$ cat config.mk
export PLATFORM = sky130hd
export DESIGN_NAME = weight_updater
export DESIGN_NICKNAME = d
export VERILOG_FILES = /design/src/rtl/ann_defs_pkg.sv /design/src/rtl/weight_updater_sat_mac_step.sv /design/src/rtl/weight_updater.sv
export SDC_FILE = /design/constraint.sdc
export NUM_CORES = 1
export LEC_CHECK = 0
export ABC_AREA = 1
export BUFFER_PORTS_ARGS = -buffer_cell sky130_fd_sc_hd__buf_2
export CELL_PAD_IN_SITES_DETAIL_PLACEMENT = 1
export CELL_PAD_IN_SITES_GLOBAL_PLACEMENT = 1
export CORE_MARGIN = 2
export CORE_UTILIZATION = 41
export CTS_BUF_LIST = sky130_fd_sc_hd__clkbuf_16
export DETAILED_ROUTE_END_ITERATION = 16
export PLACE_DENSITY = 0.92
export SLEW_MARGIN = 20
export SYNTH_ARGS = -nofsm -noshare
export SYNTH_HDL_FRONTEND = slang
export SYNTH_SLANG_ARGS = --single-unit
$ cat constraint.sdc
create_clock -name clk -period 15.6 [get_ports clk]
set_input_delay 2.34 -clock clk [delete_from_list [all_inputs] [get_ports clk]]
set_output_delay 2.34 -clock clk [all_outputs]
set_load 0.005 [all_outputs]
$ cat src/rtl/ann_defs_pkg.sv
// rtl/ann_defs_pkg.sv - shared neuron constants, state encoding and saturation bounds
`ifndef ANN_DEFS_SAT_BOUNDS
`define ANN_DEFS_SAT_BOUNDS
`define ANN_SAT_HI(WID) ((1 <<< ((WID) - 1)) - 1)
`define ANN_SAT_LO(WID) (-(1 <<< ((WID) - 1)))
`endif

package ann_defs;
  localparam int DEF_N        = 4;
  localparam int DEF_W        = 4;
  localparam int DEF_LR_SHIFT = 1;

  typedef enum logic [1:0] {
    ST_IDLE = 2'd0,
    ST_ERR  = 2'd1,
    ST_UPD  = 2'd2,
    ST_DONE = 2'd3
  } state_e;
endpackage

$ cat src/rtl/weight_updater_sat_mac_step.sv
// rtl/weight_updater_sat_mac_step.sv - one saturating weight step: w + ((err*x) >>> LR_SHIFT)
module sat_mac_step #(
  parameter int W        = 4,
  parameter int LR_SHIFT = 1
) (
  input  logic signed [W-1:0] w_i,
  input  logic signed [W-1:0] err_i,
  input  logic signed [W-1:0] x_i,
  output logic signed [W-1:0] w_o
);
  localparam logic signed [2*W:0] SUM_HI = (2*W+1)'(`ANN_SAT_HI(W));
  localparam logic signed [2*W:0] SUM_LO = (2*W+1)'(`ANN_SAT_LO(W));

  logic signed [2*W-1:0] prod;
  logic signed [2*W-1:0] delta;
  logic signed [2*W:0]   sum;

  assign prod  = err_i * x_i;
  assign delta = prod >>> LR_SHIFT;
  // One guard bit above the product width so the add itself can never wrap.
  assign sum   = {{(W+1){w_i[W-1]}}, w_i} + {delta[2*W-1], delta};

  always_comb begin
    w_o = sum[W-1:0];
    if (sum > SUM_HI) w_o = SUM_HI[W-1:0];
    else if (sum < SUM_LO) w_o = SUM_LO[W-1:0];
  end
endmodule

$ cat src/rtl/weight_updater.sv
// rtl/weight_updater.sv - sequential error-driven weight update with owned weight file
module weight_updater
  import ann_defs::*;
#(
  parameter int N        = DEF_N,
  parameter int W        = DEF_W,
  parameter int LR_SHIFT = DEF_LR_SHIFT
) (
  input  logic           clk,
  input  logic           rst,
  input  logic           load_en,
  input  logic [N*W-1:0] w_load_flat,
  input  logic           start,
  input  logic [W-1:0]   target,
  input  logic [W-1:0]   y,
  input  logic [N*W-1:0] x_flat,
  output logic [N*W-1:0] w_flat,
  output logic [W-1:0]   err_out,
  output logic           busy,
  output logic           done
);
  localparam int IDXW = (N > 1) ? $clog2(N) : 1;
  localparam logic signed [W:0] ERR_HI = (W+1)'(`ANN_SAT_HI(W));
  localparam logic signed [W:0] ERR_LO = (W+1)'(`ANN_SAT_LO(W));
  localparam logic [IDXW-1:0] IDX_LAST = IDXW'(N - 1);

  state_e          state_q, state_d;
  logic [IDXW-1:0] idx_q, idx_d;
  logic [N*W-1:0]  w_q, w_d;
  logic [N*W-1:0]  x_q, x_d;
  logic [W-1:0]    tgt_q, tgt_d;
  logic [W-1:0]    yv_q, yv_d;
  logic [W-1:0]    err_q, err_d;
  logic            busy_q, busy_d;
  logic            done_q, done_d;

  logic signed [W:0] raw;
  logic [W-1:0]      err_sat;
  logic [W-1:0]      w_cur, x_cur, w_next;

  assign raw     = $signed({tgt_q[W-1], tgt_q}) - $signed({yv_q[W-1], yv_q});
  assign err_sat = (raw > ERR_HI) ? ERR_HI[W-1:0] :
                   (raw < ERR_LO) ? ERR_LO[W-1:0] : raw[W-1:0];
  assign w_cur   = w_q[int'(idx_q)*W +: W];
  assign x_cur   = x_q[int'(idx_q)*W +: W];

  sat_mac_step #(.W(W), .LR_SHIFT(LR_SHIFT)) u_step (
    .w_i  (w_cur),
    .err_i(err_q),
    .x_i  (x_cur),
    .w_o  (w_next)
  );

  always_comb begin
    state_d = state_q;
    idx_d   = idx_q;
    w_d     = w_q;
    x_d     = x_q;
    tgt_d   = tgt_q;
    yv_d    = yv_q;
    err_d   = err_q;
    unique case (state_q)
      ST_IDLE: begin
        if (load_en) begin
          w_d = w_load_flat;
        end else if (start) begin
          tgt_d   = target;
          yv_d    = y;
          x_d     = x_flat;
          state_d = ST_ERR;
        end
      end
      ST_ERR: begin
        err_d   = err_sat;
        idx_d   = '0;
        state_d = ST_UPD;
      end
      ST_UPD: begin
        w_d[int'(idx_q)*W +: W] = w_next;
        if (idx_q == IDX_LAST) state_d = ST_DONE;
        else idx_d = idx_q + IDXW'(1);
      end
      ST_DONE: state_d = ST_IDLE;
      default: state_d = ST_IDLE;
    endcase
    // Flags are registered from the next state so they line up with it.
    busy_d = (state_d != ST_IDLE);
    done_d = (state_d == ST_DONE);
  end

  always_ff @(posedge clk) begin
    if (rst) begin
      state_q <= ST_IDLE;
      idx_q   <= '0;
      w_q     <= '0;
      x_q     <= '0;
      tgt_q   <= '0;
      yv_q    <= '0;
      err_q   <= '0;
      busy_q  <= 1'b0;
      done_q  <= 1'b0;
    end else begin
      state_q <= state_d;
      idx_q   <= idx_d;
      w_q     <= w_d;
      x_q     <= x_d;
      tgt_q   <= tgt_d;
      yv_q    <= yv_d;
      err_q   <= err_d;
      busy_q  <= busy_d;
      done_q  <= done_d;
    end
  end

  assign w_flat  = w_q;
  assign err_out = err_q;
  assign busy    = busy_q;
  assign done    = done_q;
endmodule

# Word level (Yosys, flattened, before mapping)
# Cells that the tools add are included.
[classes]
addsub = 4
n_mul = 1
n_lt_le_gt_ge = 4
n_eq_ne = 7
shifts = 4
n_mux = 13
n_bitwise = 1
reduce_logical = 7
[ops]
columns = ["op", "n"]
rows = [
  ["negation 4 -> 33 bit", 1],
  ["variable shift 4 x 33 -> 16 bit, first input constant", 1],
  ["variable part select 4 x 33 -> 16 bit", 1],
  ["case mux 16 bit (2 select lines)", 1],
  ["variable part select 16 x 5 -> 4 bit", 2],
  ["bitwise mux 16 bit", 1],
  ["two-way mux 16 bit", 1],
  ["two-way mux 4 bit", 4],
  ["greater-than comparator 9 x 4 -> 1 bit, second input constant", 1],
  ["< comparator 9 x 4 -> 1 bit, second input constant", 1],
  ["adder 4 x 7 -> 8 bit", 1],
  ["== test 2 bit, second input constant", 4],
  ["multiplier 4 x 4 -> 8 bit", 1],
  ["two-way mux 2 bit", 4],
  ["case mux 2 bit (4 select lines)", 1],
  ["nonzero test 2 bit", 3],
  ["greater-than comparator 5 x 4 -> 1 bit, second input constant", 1],
  ["< comparator 5 x 4 -> 1 bit, second input constant", 1],
  ["subtractor 4 x 4 -> 5 bit", 1],
  ["!= test 2 bit, second input constant", 2],
  ["case mux 2 bit (2 select lines)", 1],
  ["AND reduction 2 bit", 2],
  ["AND reduction 3 bit", 1],
  ["adder 2 x 1 -> 2 bit, second input constant", 1],
  ["3 further kinds", 3],
]
[word_totals]
ff_bits = 50
inputBits = 44
out_inout_bits = 22

# Depth between registers and ports, before layout
# Gate-level depths: netlist of run 1.
[depth]
depth_word = 9
mapped_depth = 28

# By module
# Synthesis of run 1 repeated with hierarchy kept, for this count alone.
[unflattened]
hier_cells = 484
hier_area_um2 = 3428.3
[modules_own_cells]
columns = ["mod", "instances", "cells_each", "area_per_inst_um2", "seq_area_each_um2"]
rows = [
  ["weight_updater", 1, 342, 2492.4, 1001.0],
  ["sat_mac_step", 1, 142, 935.9, 0.0],
]

# Worst setup path before layout of run 1
# OpenSTA, ideal clock, no wires.
[synth_path]
kind = "reg-to-reg"
from = "register idx_q[0]"
to = "register w_q[15] (netlist: w_flat[15])"
setup_time_ps = 70
arrival_ps = 4856
required_time_ps = 15530
slack_ps = 10674
stages_incl_launch_ff = 27
n_path_buf = 2
synth_period_minus_slack_ps = 4926
cell_sequence = "dfxtp_1 clkbuf_1 clkbuf_1 o21ai_0 a21oi_1 nor2_1 fa_1 inv_1 fa_1 fa_1 inv_1 ha_1 fa_1 nand2_1 nand2_1 a21oi_1 xnor2_1 xor2_1 ha_1 inv_1 nor3_1 nand2_1 nand2_2 inv_1 nor3_1 nand2_1 a21oi_1"
[synth_between]
elab_chain_len = 9
word_cells_on_any_way = 13
cone_classes = "add/sub: 2; mul: 1; order compare: 2; shift: 4; mux: 4"
[synth_rtl]
columns = ["element", "line", "source"]
rows = [
  ["from (decl)", "weight_updater.sv:28", "logic [IDXW-1:0] idx_q, idx_d;"],
  ["from (signal assigned)", "weight_updater.sv:104", "idx_q <= idx_d;"],
  ["variable part select 16 x 5 -> 4 bit", "weight_updater.sv:45", "assign x_cur = x_q[int'(idx_q)*W +: W];"],
  ["multiplier 4 x 4 -> 8 bit", "weight_updater_sat_mac_step.sv:18", "assign prod = err_i * x_i;"],
  ["adder 4 x 7 -> 8 bit", "weight_updater_sat_mac_step.sv:21", "assign sum = {{(W+1){w_i[W-1]}}, w_i} + {delta[2*W-1], delta};"],
  ["< comparator 9 x 4 -> 1 bit", "weight_updater_sat_mac_step.sv:26", "else if (sum < SUM_LO) w_o = SUM_LO[W-1:0];"],
  ["two-way mux 4 bit", "weight_updater_sat_mac_step.sv:26", ""],
  ["two-way mux 4 bit", "weight_updater_sat_mac_step.sv:25", "if (sum > SUM_HI) w_o = SUM_HI[W-1:0];"],
  ["variable part select 4 x 33 -> 16 bit", "weight_updater.sv:79", "w_d[int'(idx_q)*W +: W] = w_next;"],
  ["bitwise mux 16 bit *", "weight_updater.sv:79", ""],
  ["case mux 16 bit (2 select lines) *", "weight_updater.sv:62", "unique case (state_q)"],
  ["to (signal assigned)", "weight_updater.sv:105", "w_q <= w_d;"],
  ["to (decl)", "weight_updater.sv:29", "logic [N*W-1:0] w_q, w_d;"],
]
# Every way passes the cells marked *; elsewhere a longest branch is shown, timed or not.
# A chain may end at the register's enable or synchronous reset.

# Worst setup path in the final report of run 1
[layout_path]
from = "register idx_q[1]"
to = "register w_q[15] (netlist: w_flat[15])"
# Same word-level chain as after synthesis.

==> results of run 1 <==
-- layout by cell type (no fill, tap or decap), types with 7 or more instances in the layout --
| master | Yosys | layout |
|---|---|---|
| inv_1 | 59 | 59 |
| fa_1 | 11 | 11 |
| nor2_1 | 34 | 34 |
| nand3_1 | 13 | 13 |
| ha_1 | 30 | 30 |
| nand4_1 | 7 | 7 |
| a21oi_1 | 77 | 77 |
| dfxtp_1 | 50 | 49 |
| nand2_1 | 80 | 80 |
| nand2_2 | 9 | 9 |
| buf_2 | 6 | 65 |
| o21ai_0 | 49 | 49 |
-- cell families after synthesis --
logic type               Yosys count  synth area share (%)
AND/OR/NAND/NOR                  152                 19.81
buffers and inverters             83                 9.551
XOR/XNOR                           9                 2.359
adder cells (fa/ha/maj)           41                 17.83
AO/OA/AOI/OAI                    134                 20.49
flip-flops                        50                 29.96
-- registers in the layout, indices dropped and copies added, names as in the netlist --
register / count
yv_q: 4
state_q: 2
busy: 1
x_q: 16
tgt_q: 4
idx_q: 2
done: 1
w_flat: 16
err_out: 4
-- metal layers --
metal  vias to the layer above  routed length, µm
li1                       1645                  -
met1                      1658               4336
met2                        88               5252
met3                        19                489
met4                         0                193
met5                         -                  0
-- critical path: stages, from the launching register on --
cell and delay (ns):
dfxtp_1 0.55, clkinv_1 0.43, a21oi_1 0.23, o21ai_0 0.11
nand2_1 0.23, nor2_1 0.10, fa_1 0.55, inv_1 0.06
fa_1 0.47, fa_1 0.52, inv_1 0.05, ha_1 0.22
fa_1 0.42, nand2_1 0.10, nand2_1 0.06, a21oi_1 0.17
xnor2_1 0.12, xor2_1 0.16, ha_1 0.33, inv_1 0.08
nor3_1 0.13, nand2_1 0.08, nand2_2 0.09, inv_1 0.08
nor3_1 0.30, nand2_1 0.11, a21oi_1 0.15
-- report_power, final --
part	internal, W	switching, W	leakage (nW)
registers	0.000141	0.0000131	0.411
logic	0.0000553	0.0000993	1.38
clock network	0.0000596	0.0000502	0.0740
-- stage by stage --
step | cells | util [%]
final | 626 | 49.54
after detailed placement | 618 | 47.68
after global placement | 618 | 47.68
after floorplan | 469 | -
after global routing | 626 | 49.54
after CTS | 626 | 49.52
-- area by class of cell --
type	instances	share of cell area, %
Tap cell	102	3.300
Clock inverter	3	0.4853
Sequential cell	50	25.91
Multi-Input combinational cell	336	52.25
Inverter	64	6.212
Timing Repair Buffer	66	8.606
Clock buffer	5	3.235
-- cells in the mapped netlist --
cell      number  area share (%)
nor4_1         1            0.19
o21bai_1       2            0.45
nand3b_1       1            0.22
dfxtp_1       50              30
ha_1          30              11
a31oi_1        1            0.19
clkinv_1       2            0.22
o21ai_0       49             7.3
fa_1          11             6.6
or2_2          1            0.19
nand2_1       80             9.0
nand4_1        7             1.3
nor3_1         3            0.45
nor2_1        34             3.8
nand3_1       13             1.9
xnor2_1        4             1.0
nand2_2        9             1.7
o22ai_1        3            0.56
inv_2          3            0.34
nand3b_2       1            0.34
xor2_1         5             1.3
clkbuf_1      13             1.5
a32oi_1        1            0.26
nor4_2         1            0.37
o21ai_1        1            0.15
inv_1         59             6.6
a21oi_1       77              12
buf_2          6            0.90
nand3_2        1            0.30
-- worst paths after layout --
check                                   to  slack [ns]  cells after the start
worst max-delay path            w_flat[15]        9.60                     26
worst min-delay path               x_q[10]        0.47                      2
worst max register to register  w_flat[15]        9.60                     26
worst min register to register     x_q[10]        0.47                      2
==> impl_metrics.ini, run 1 <==
[layout]
fill_cells = 1039
seq_area_mm2 = 0.001002
antenna_cells = 0
drive_gt1_share_pct = 17.37
nets = 608
multi_input_area_mm2 = 0.002021
design_area_mm2 = 0.003867
area_delta_synth_final_pct = 15.77

[flow_run]
drv_cap = 0

[clock_network]
tritoncts = done
cts_buffers = 5
cts_resized = 0
clk_latency_ns = 0.29
htreeDepth = 2
clkSlewWorstSetupHoldPaths_ns = 0.07
ctsHoldBuffers = 0
postCtsSetupRepairBufs = 0
clock-root-buffer = clkbuf_16
cts.path.max_buffers = 2
cts_sinks = 50

[pwr]
peakVddDrop_mv = 0.04937
p_leak_nw = 1.870
power_w = 0.0004187
p_per_area_mw_per_mm2 = 108.3

[worst_hold_path]
min_from = x_q[10]
min_path_type = reg -> reg

[grt]
grt_use_met2_pct = 42.92
grt_use_met3_pct = 3.612
grt_use_met1_pct = 28.95
grt_usage_pct = 23.72
grt_max_degree = 40
grt_pass1_vias = 3564
overflow = 0
busiest_layer = met2
grt_pass1_wl_um = 16630
antenna_found_initial = 0

[die]
rows = 32
die_h_um = 94.27
io-pin-count = 66
core_mm2 = 0.007807
start_util_pct = 42.79
die_x_um = 94.27
die_area_mm2 = 0.008886

[routing]
routed_wl_um = 10270
viasPerCell = 5.447
first_iter_violations = 137
num_vias = 3410
antenna_left = 0
drt_pass1_iterations = 4
drc = 0
routedWlPerCell_um = 16.41

[timing]
fin_tns_setup_ns = 0
timing.hold.ws_ns = 0.4660
fin_ws_ns = 9.605
slew_headroom_pct = 43.45
skew_ns = 0.007081
drv_slew = 0
hold_violations = 0
setup_viol = 0
finalCritPeriodShare_pct = 38.43
fmax_mhz = 166.8
max_slew.worst_pin.slew_ns = 0.8473
rsz0062_at_grt = no
min_period_ns = 5.995

[worst_setup_path]
cp-end-kind = register
path_class = reg -> reg
cp.arrival_ns = 6.21
reg2reg_from = idx_q[1]
cp_max_fo = 11
crit_start = idx_q[1]
start_kind = register
required_ns = 15.81

[yosys]
syn_area_per_cell_um2 = 7.123
synth_cells = 469
netlist_area_mm2 = 0.003341
synth-seq-cells = 50
synth_fp_nets = 554
seq_area_frac_synth_pct = 29.96
yosys_warnings = 0
yosysUniqueCellTypes = 29

[placed_design]
placed_area_mm2 = 0.003722
gp_congestion = 0.8867
port_buffers = 65
dp_hpwl_um = 7915
post-place-ws_ns = 9.624

[status]
outcome = completed
Note: power is estimated with default switching activity, not from simulation.
==> run 2: changes to the inputs <==
--- a/config.mk
+++ b/config.mk
@@ -10,10 +10,10 @@
 export CELL_PAD_IN_SITES_DETAIL_PLACEMENT = 1
 export CELL_PAD_IN_SITES_GLOBAL_PLACEMENT = 1
 export CORE_MARGIN = 2
-export CORE_UTILIZATION = 41
+export CORE_UTILIZATION = 40
 export CTS_BUF_LIST = sky130_fd_sc_hd__clkbuf_16
 export DETAILED_ROUTE_END_ITERATION = 16
-export PLACE_DENSITY = 0.92
+export PLACE_DENSITY = 0.9
 export SLEW_MARGIN = 20
 export SYNTH_ARGS = -nofsm -noshare
 export SYNTH_HDL_FRONTEND = slang
==> constraint.sdc (replaced) <==
create_clock -name clk -period 6 [get_ports clk]
set_input_delay 0.9 -clock clk [delete_from_list [all_inputs] [get_ports clk]]
set_output_delay 0.9 -clock clk [all_outputs]
set_load 0.005 [all_outputs]
==> run 2 against run 1 <==
  * Sequential cell count unchanged
  * Total power increased to 2.7 times the previous value
  * Highest routed layer unchanged
  * First-iteration DRC count decreased by 5.8%
  * Clock power increased to 3.0 times the previous value
  * Largest cell class unchanged
  * Final cell count increased by 0.64%
  * Global-route usage decreased by 0.60 points
==> impl_metrics.ini, run 2 (synthesis gave the netlist of run 1 again) <==
[layout]
nets = 609
area_delta_synth_final_pct = 17.00
fill_cells = 1059
layout_common_cells = nand2_1, a21oi_1, buf_2, inv_1
final_common_cell = nand2_1
drive_gt1_share_pct = 17.71
antenna_cells = 0

[routing]
drc = 0
antenna_left = 0
viasPerCell = 5.259
routed_wl_um = 9943
first_iter_violations = 129
num_vias = 3313
routedWlPerCell_um = 15.78
drt_pass1_iterations = 4

[die]
rows = 33
die_x_um = 95.39
start_util_pct = 40.86
die_area_mm2 = 0.009098
core_mm2 = 0.008175
die_h_um = 95.39
io-pin-count = 66

[pwr]
combPwrFrac_pct = 35.8
intPower_w = 0.0007081
net-switching-power_w = 0.0004245
p_leak_nw = 1.877
clockPowerShare_pct = 29.1
seqPwrFrac_pct = 35.1
p_per_area_mw_per_mm2 = 289.7
peakVddDrop_mv = 0.1692
switching_share_pct = 37.48

[placed_design]
port_buffers = 65
dp_hpwl_um = 7635
gp_congestion = 0.8887

[grt]
grt_usage_pct = 23.12
grt_pass1_wl_um = 16420
busiest_layer = met2
grt_pass1_vias = 3412
antenna_found_initial = 0
grt_use_met1_pct = 28.53
grt_use_met3_pct = 3.636
grt_max_degree = 40
grt_use_met2_pct = 41.67
overflow = 0

[timing]
drv_slew = 0
hold_violations = 0
slew_headroom_pct = 44.06
skew_ns = 0.002865
setup_viol = 0
max_slew.worst_pin.slew_ns = 0.8381
timing.hold.ws_ns = 0.4633
finalCritPeriodShare_pct = 90.61
min_period_ns = 5.436
fmax_mhz = 183.9
fin_tns_setup_ns = 0
rsz0062_at_grt = no

[status]
outcome = completed

[clock_network]
cts_buffers = 5
htreeDepth = 2
clkSlewWorstSetupHoldPaths_ns = 0.07
postCtsSetupRepairBufs = 0
clk_latency_ns = 0.29
tritoncts = done
cts.path.max_buffers = 2
cts_sinks = 50
clock-root-buffer = clkbuf_16

[worst_setup_path]
crit_start = idx_q[1]
start_kind = register
required_ns = 6.22
reg2reg_slack_ns = 0.56
reg2reg_from = idx_q[1]
cp-end-kind = register
endpoint = w_flat[6]
cp_max_fo = 11
reg2reg_to = w_flat[6]
path_class = reg -> reg
worst_r2r_path_depth = 27
cp.arrival_ns = 5.65

[worst_hold_path]
min_path_type = reg -> reg
min_from = x_q[0]

[flow_run]
drv_cap = 0
run 2: timing repair:
item / 4_1_cts / 5_1_grt
setup endpoints to repair: 0 / 14
gates resized for setup: 0 / 2
hold buffers: 0 / 0
run 2: layout make-up:
| type | instances | area [µm²] | area share [%] |
|---|---|---|---|
| clock inverters | 3 | 45.04 | 1.152 |
| well taps | 105 | 131.4 | 3.361 |
| inverters | 64 | 244.0 | 6.242 |
| repair buffers | 67 | 340.3 | 8.707 |
| flip-flops and latches | 50 | 1002 | 25.64 |
| multi-input cells | 336 | 2021 | 51.70 |
| clock buffers | 5 | 125.1 | 3.201 |
run 2: worst max-delay path, cell delays in order, from the launching register on:
cell and delay (ns):
dfxtp_2 0.46, clkinvlp_4 0.24, a21oi_1 0.20, o21ai_0 0.15, nand2_1 0.21, nor2_1 0.10
fa_1 0.51, inv_1 0.05, fa_1 0.47, fa_1 0.51, inv_1 0.04, ha_1 0.22
fa_1 0.41, nand2_1 0.09, nand2_1 0.05, a21oi_1 0.15, xnor2_1 0.16, xor2_1 0.18
ha_1 0.27, inv_1 0.09, nor3_1 0.05, nand2_1 0.08, nand2_2 0.08, inv_1 0.12
nand2_2 0.10, nand2_2 0.12, nand4_1 0.10, a21oi_1 0.16
run 2: per-layer routing:
| layer | wire length (µm) | up-vias |
|---|---|---|
| met2 | 5128 | 80 |
| met5 | 0 | - |
| met1 | 4189 | 1565 |
| met4 | 237 | 0 |
| li1 | - | 1647 |
| met3 | 388 | 21 |
run 2: power by group through the flow:
stage	registers, W	clock network, W	logic, W
after floorplan	0.000393	0	0.000285
after global placement	0.000404	0	0.000376
after detailed placement	0.000404	0	0.000400
after CTS	0.000397	0.000330	0.000407
after global routing	0.000402	0.000345	0.000460
final	0.000398	0.000329	0.000405
run 2: per-stage QoR:
stage / instances / area [µm²] / total power, W / utilization, % / worst slack [ns]
after floorplan: 469 / 3341 / 0.0006787 / - / 1.074
after global placement: 622 / 3734 / 0.0007804 / 45.67 / 0.7152
after detailed placement: 622 / 3734 / 0.0008042 / 45.67 / 0.4208
after CTS: 630 / 3904 / 0.001134 / 47.75 / 0.2966
after global routing: 630 / 3909 / 0.001207 / 47.81 / 0.08483
final: 630 / 3909 / 0.001133 / 47.81 / 0.5637
run 2: worst min-delay path by stage:
stage | endpoint | cells past startpoint
finish | x_q[0] | 2
global route | x_q[0] | 2
CTS | x_q[0] | 2
detailed placement | x_q[1] | 2
global placement | x_q[2] | 2
floorplan | x_q[1] | 2
